==> config.mk <==
export PLATFORM = sky130hd
export DESIGN_NAME = add_pipe_flat
export DESIGN_NICKNAME = d
export VERILOG_FILES = /design/src/rtl/add_pipe_if.sv /design/src/rtl/add_pipe.sv /design/src/flat_wrapper.sv
export SDC_FILE = /design/constraint.sdc
export NUM_CORES = 1
export LEC_CHECK = 0
export BUFFER_PORTS_ARGS = -buffer_cell sky130_fd_sc_hd__buf_2
export CAP_MARGIN = 20
export CORE_ASPECT_RATIO = 0.6
export CORE_MARGIN = 4
export CORE_UTILIZATION = 55
export CTS_CLUSTER_DIAMETER = 120
export DETAILED_ROUTE_END_ITERATION = 10
export HOLD_SLACK_MARGIN = 0.08
export PLACE_DENSITY = 0.83
export RECOVER_POWER = 100
export SETUP_SLACK_MARGIN = 0.1
export SKIP_LAST_GASP = 1
export SYNTH_ARGS = -nofsm -noshare
export SYNTH_HDL_FRONTEND = slang
export SYNTH_SLANG_ARGS = --single-unit
==> constraint.sdc <==
create_clock -name clk -period 2.3 [get_ports clk]
set_input_delay 0.46 -clock clk [delete_from_list [all_inputs] [get_ports clk]]
set_output_delay 0.46 -clock clk [all_outputs]
set_load 0.02 [all_outputs]
==> src/rtl/add_pipe_if.sv <==
// Operand/result handshake bundle for add_pipe.
// Operands are declared [0:WIDTH-1] with bit 0 as the LSB.
interface add_pipe_if #(
  parameter int WIDTH = 8
);
  logic [0:WIDTH-1] in_a;
  logic [0:WIDTH-1] in_b;
  logic             carry_in;
  logic             in_valid;
  logic             in_ready;
  logic [WIDTH-1:0] sum;
  logic             carry_out;
  logic             out_valid;
  logic             out_ready;

  modport master (
    output in_a, in_b, carry_in, in_valid, out_ready,
    input  in_ready, sum, carry_out, out_valid
  );

  modport slave (
    input  in_a, in_b, carry_in, in_valid, out_ready,
    output in_ready, sum, carry_out, out_valid
  );
endinterface

==> src/rtl/add_pipe.sv <==
// Pipelined ripple-chunk adder, one CHUNK-bit slice per stage.
// ADD_PIPE_SAT_EN: last stage clamps sum to all-ones on overflow.
module add_pipe #(
  parameter int WIDTH = 8,
  parameter int CHUNK = 4
) (
  input logic      clk,
  input logic      reset,
  add_pipe_if.slave bus
);
  localparam int STAGES = WIDTH / CHUNK;

  generate
    if (WIDTH % CHUNK != 0) begin : g_bad_chunk
      $error("add_pipe: WIDTH must be a multiple of CHUNK");
    end
  endgenerate

  logic [WIDTH-1:0]  a_in;
  logic [WIDTH-1:0]  b_in;

  logic [WIDTH-1:0]  a_r [STAGES];
  logic [WIDTH-1:0]  b_r [STAGES];
  logic [WIDTH-1:0]  s_r [STAGES];
  logic [STAGES-1:0] c_r;
  logic [STAGES-1:0] v_r;

  logic [WIDTH-1:0]  src_a [STAGES];
  logic [WIDTH-1:0]  src_b [STAGES];
  logic [WIDTH-1:0]  src_s [STAGES];
  logic [STAGES-1:0] src_c;
  logic [STAGES-1:0] src_v;

  logic [WIDTH-1:0]  nxt_s [STAGES];
  logic [STAGES-1:0] nxt_c;
  logic [STAGES-1:0] adv;

  always_comb begin
    a_in = '0;
    b_in = '0;
    for (int i = 0; i < WIDTH; i++) begin
      a_in[i] = bus.in_a[i];
      b_in[i] = bus.in_b[i];
    end
  end

  // Stage k is fed by the port for k=0, else by stage k-1.
  always_comb begin
    src_a[0] = a_in;
    src_b[0] = b_in;
    src_s[0] = '0;
    src_c[0] = bus.carry_in;
    src_v[0] = bus.in_valid;
    for (int k = 1; k < STAGES; k++) begin
      src_a[k] = a_r[k-1];
      src_b[k] = b_r[k-1];
      src_s[k] = s_r[k-1];
      src_c[k] = c_r[k-1];
      src_v[k] = v_r[k-1];
    end
  end

  always_comb begin
    logic [CHUNK:0] t;
    t     = '0;
    nxt_c = '0;
    for (int k = 0; k < STAGES; k++) begin
      t = {1'b0, src_a[k][k*CHUNK +: CHUNK]}
        + {1'b0, src_b[k][k*CHUNK +: CHUNK]}
        + {{CHUNK{1'b0}}, src_c[k]};
      nxt_s[k] = src_s[k];
      nxt_s[k][k*CHUNK +: CHUNK] = t[CHUNK-1:0];
      nxt_c[k] = t[CHUNK];
`ifdef ADD_PIPE_SAT_EN
      if (k == STAGES - 1 && t[CHUNK]) begin
        nxt_s[k] = '1;
      end
`endif
    end
  end

  // A stage may load when it is empty or its successor moves.
  always_comb begin
    logic chain;
    chain = bus.out_ready;
    adv   = '0;
    for (int k = STAGES - 1; k >= 0; k--) begin
      chain  = ~v_r[k] | chain;
      adv[k] = chain;
    end
  end

  always_ff @(posedge clk) begin
    if (reset) begin
      v_r <= '0;
      c_r <= '0;
      for (int k = 0; k < STAGES; k++) begin
        a_r[k] <= '0;
        b_r[k] <= '0;
        s_r[k] <= '0;
      end
    end else begin
      for (int k = 0; k < STAGES; k++) begin
        if (adv[k]) begin
          v_r[k] <= src_v[k];
          c_r[k] <= nxt_c[k];
          a_r[k] <= src_a[k];
          b_r[k] <= src_b[k];
          s_r[k] <= nxt_s[k];
        end
      end
    end
  end

  assign bus.in_ready  = adv[0];
  assign bus.sum       = s_r[STAGES-1];
  assign bus.carry_out = c_r[STAGES-1];
  assign bus.out_valid = v_r[STAGES-1];
endmodule

==> src/flat_wrapper.sv <==
// flat-port wrapper written by rule: the top's interface ports become plain ports
module add_pipe_flat 
#(
  parameter int WIDTH = 8,
  parameter int CHUNK = 4
)
  (clk, reset, bus_in_a, bus_in_b, bus_carry_in, bus_in_valid, bus_out_ready, bus_in_ready, bus_sum, bus_carry_out, bus_out_valid);
  add_pipe_if #(.WIDTH(WIDTH)) bus_i ();
  input logic clk;
  input logic reset;
  input wire logic [$bits(bus_i.in_a)-1:0] bus_in_a;
  input wire logic [$bits(bus_i.in_b)-1:0] bus_in_b;
  input wire logic [$bits(bus_i.carry_in)-1:0] bus_carry_in;
  input wire logic [$bits(bus_i.in_valid)-1:0] bus_in_valid;
  input wire logic [$bits(bus_i.out_ready)-1:0] bus_out_ready;
  output wire logic [$bits(bus_i.in_ready)-1:0] bus_in_ready;
  output wire logic [$bits(bus_i.sum)-1:0] bus_sum;
  output wire logic [$bits(bus_i.carry_out)-1:0] bus_carry_out;
  output wire logic [$bits(bus_i.out_valid)-1:0] bus_out_valid;
  assign bus_i.in_a = bus_in_a;
  assign bus_i.in_b = bus_in_b;
  assign bus_i.carry_in = bus_carry_in;
  assign bus_i.in_valid = bus_in_valid;
  assign bus_i.out_ready = bus_out_ready;
  assign bus_in_ready = bus_i.in_ready;
  assign bus_sum = bus_i.sum;
  assign bus_carry_out = bus_i.carry_out;
  assign bus_out_valid = bus_i.out_valid;
  add_pipe #(.WIDTH(WIDTH), .CHUNK(CHUNK)) u_core (.clk(clk), .reset(reset), .bus(bus_i));
endmodule
Yosys cells after proc, flatten, opt, wreduce, memory -nomap -nowiden. Memories as Yosys holds them, arrays and structs flattened. Index checks and enable logic that the tools add are counted.

Register bits after elaboration: 4. RAM bits: 48. Bits of input ports: 21. Output and inout bits: 11. Logic and storage cells: 35. Memories kept: 3.

Memories: u_core.a_r (words 2, width 8, rd ports 1, clocked after memory_dff 0, write ports 2, line add_pipe.sv:22) `logic [WIDTH-1:0] a_r [STAGES];`; u_core.b_r (words 2, width 8, rd ports 1, clocked after memory_dff 0, write ports 2, line add_pipe.sv:23) `logic [WIDTH-1:0] b_r [STAGES];`; u_core.s_r (words 2, width 8, rd ports 2, clocked after memory_dff 0, write ports 2, line add_pipe.sv:24) `logic [WIDTH-1:0] s_r [STAGES];`.

Add/sub/neg operators: 4. Multiplexer cells: 14. Bitwise operators: 10.

Operators with widths (number): two-way mux 8 bit (6); adder 4 x 4 -> 5 bit (2); adder 5 x 1 -> 5 bit (2); two-way mux 1 bit (8); OR 1 bit (8); inverter 1 bit (2).

Logic depth before layout (Yosys ltp).
Depth in word-level cells: 7. Gate-level depth with buffers: 6. Gate-level depth less buffers: 6.

Least setup slack after synthesis. No wires, ideal clock.

Path type: input -> register. Start: input bus_carry_in. End: memory u_core.s_r[0][1] (data pin). Setup time: 0.138 ns. Arrival time: 1.438 ns. Required time: 2.162 ns. Slack: 0.724 ns. Cell stages on the path: 4. Path buffers: 0. Cell sequence: fa_1 > inv_1 > fa_1 > nor2_1.

RTL lines: from (decl) (line flat_wrapper.sv:13) `input wire logic [$bits(bus_i.carry_in)-1:0] bus_carry_in;`; to (decl) (line add_pipe.sv:24).

Worst setup path after layout.
Start: register u_core.c_r[0]. End: register u_core.c_r[1].

Longest elaborated chain between the ends: 1.

RTL lines: from (decl) (line add_pipe.sv:25) `logic [STAGES-1:0] c_r;`; from (signal, indexed assignment) (line add_pipe.sv:106) `c_r[k] <= nxt_c[k];`; adder 5 x 1 -> 5 bit (line add_pipe.sv:70) `+ {{CHUNK{1'b0}}, src_c[k]};`.

No other way between the ends. A chain may end at the register's enable or synchronous reset.

==> results_dict.tcl <==
set metrics [dict create \
    cts_hold_buf 0 \
    hpwlAfterDp_um 1600 \
    syn_area_per_cell_um2 13.1 \
    p_int_mw 0.743 \
    grt_setup_unrepaired "false" \
    hold_viol_final 0 \
    yosys.area.top_type "edfxtp_1" \
    start_util 0.615 \
    final_util 0.717 \
    worstSetupEndpointType "flip-flop" \
    netlist_instances 92 \
    setup_tns_ns 0 \
    yosysWarningCount 0 \
    vdd_drop_max_mv 0.373 \
    clkLatencyLatePin_ns 0.32 \
    required_ns 2.53 \
    status "completed" \
    p_leak_nw 0.605 \
    n_antenna_cell 0 \
    grt_start_max_net_pins 15 \
    portBuffers 31 \
    num_rows 12 \
    synth_nets 123 \
    drt-vias-per-instance 4.88 \
    slew_headroom 0.520 \
    syn_to_final_growth_pct 16.5 \
    drc_errors 0 \
    clockBufferDepth 2 \
    synth_area_leaders "edfxtp_1, and2_1, dfxtp_1" \
    clock_sinks 24 \
    grt_pass1_vias 729 \
    clock_skew_ns 0.00279 \
    crit_fanout 2 \
    synth_top_area_share 0.500 \
    final_cells 154 \
    post_cts_buffers 0 \
    htree_levels 1 \
    power.share.combinational 0.141 \
    synthArstFlopShare 0 \
    routed_wl_um 2150 \
    dp.cells 150 \
    cts_resized 0 \
    period_needed_ns 1.71 \
    cts_root_buffer "clkbuf_4" \
    avgRoutedWirePerCell_um 13.9 \
    max-cap-violations 0 \
    grt.total_usage 0.162 \
    fill_cells 152 \
    vias 752 \
    synth_common_cells "edfxtp_1, and2_1, nor2_1, inv_1, ha_1" \
    antenna_found_initial 0 \
    critPathArrivalTime_ns 1.94 \
    drt_iter0_drc 21 \
    synth_area_mm2 0.00120 \
    die_area_mm2 0.00302 \
    seq_area_frac_synth 0.567 \
    yosysMostFrequentCell "edfxtp_1" \
    final_max_slew_viol_count 0 \
    gp_congestion 0.765 \
    synth_flop_cell "edfxtp_1" \
    synth_cell_types 25 \
    setup_viol 0 \
    switching_share 0.229 \
    fin_crit_sh 0.743 \
    seq_power_share 0.541 \
    overflow 0 \
    rrSetupSlack_ns 0.59 \
    fin_nets 158 \
    cts_tree "yes" \
    hold_ws_ns 0.348 \
    core_area_mm2 0.00195 \
    die_w_um 68.3 \
    grt_pass1_wl_um 3500 \
    critPathLaunchType "flip-flop" \
    io_pins 32 \
    path_clk_slew_ns 0.13 \
    tightest_slew_ns 0.718 \
    fmax_mhz 585 \
    worstHoldPathType "primary input to flip-flop" \
    yosys_register_bits 24 \
    p_per_area_mw_per_mm2 689 \
    drive_above_1_share 0.214 \
    numCtsBuffers 3 \
    synth_edf_count 20 \
    firstDrtPassIters 4 \
    die_y_um 44.2 \
    p_sw_mw 0.221 \
    worstSetupPathType "flip-flop to flip-flop" \
    power_frac_clock 0.318 \
    ant_nets 0 \
]
## cells by family after synthesis
kind of cell | Yosys count | synth area share
flip-flops | 24 | 0.567
buffers and inverters | 9 | 0.0344
adder cells (fa/ha/maj) | 10 | 0.129
AO/OA/AOI/OAI | 8 | 0.0427
AND/OR/NAND/NOR | 41 | 0.227
## flip-flops by register name, indices dropped and copies added, names as in the netlist
register and cells:
u_core.v_r 2, u_core.a_r 4, u_core.c_r 2, u_core.b_r 4
u_core.s_r 12
## area by class of cell
| class | count | area (µm²) | area share |
|---|---|---|---|
| flip-flops and latches | 24 | 681 | 0.487 |
| multi-input cells | 59 | 459 | 0.328 |
| repair buffers | 31 | 141 | 0.101 |
| well taps | 28 | 35.0 | 0.0250 |
| clock inverters | 1 | 30.0 | 0.0215 |
| inverters | 8 | 30.0 | 0.0215 |
| clock buffers | 3 | 22.5 | 0.0161 |
## metal layers
layer	global-route usage	part of all wire	vias up
li1	-	-	386
met1	0.205	0.46	342
met2	0.276	0.47	22
met3	0.0558	0.057	2
met4	0.0237	0.0051	0
met5	0	0	-
## stage by stage
| stage | instance area [µm²] | power (mW) | setup WS (ns) |
|---|---|---|---|
| after floorplan | 1200 | 0.625 | 0.724 |
| after global placement | 1380 | 0.671 | 0.592 |
| after detailed placement | 1380 | 0.675 | 0.555 |
| after CTS | 1430 | 0.975 | 0.551 |
| after global routing | 1400 | 1.01 | 0.418 |
| final | 1400 | 0.963 | 0.591 |
## critical path, stage by stage (launching register included)
cell and delay [ns]:
dfxtp_1 0.41, fa_1 0.23, inv_1 0.06, fa_1 0.36
and2b_1 0.23, o21ai_0 0.09, a221oi_1 0.24
## final timing paths
path | start | end | depth (start not counted)
max | u_core.c_r[0] | u_core.c_r[1] | 6
min | bus_in_valid | u_core.v_r[0] | 3
max reg2reg | u_core.c_r[0] | u_core.c_r[1] | 6
min reg2reg | u_core.v_r[0] | u_core.v_r[1] | 2
## power groups by stage
stage          sequential, mW  clock, mW  combinational [mW]
2_1_floorplan           0.552          0              0.0730
3_3_place_gp            0.530          0               0.141
3_5_place_dp            0.532          0               0.144
4_1_cts                 0.522      0.307               0.146
5_1_grt                 0.525      0.327               0.153
6_report                0.521      0.306               0.136
## placed cells by master, fill, tap and decap left out
master     Yosys  layout
a211oi_1       1       1
a21boi_0       2       2
a21oi_1        2       2
a221oi_1       1       1
and2_0         0      10
and2_1        14       4
and2b_1        1       2
and3b_1        2       3
buf_2          0      20
bufinv_16      0       1
clkbuf_1       0      11
clkbuf_4       0       3
dfxtp_1        4       4
edfxtp_1      20      20
fa_1           4       4
ha_1           6       6
inv_1          7       8
nand2b_1       1       1
nand2b_4       1       1
nand3_1        2       2
nor2_1         9      10
nor2b_1        3       3
nor3_1         0       2
nor3_2         4       2
o21ai_0        2       2
or2b_1         1       1
No activity file was read; power rests on OpenSTA's default activity.
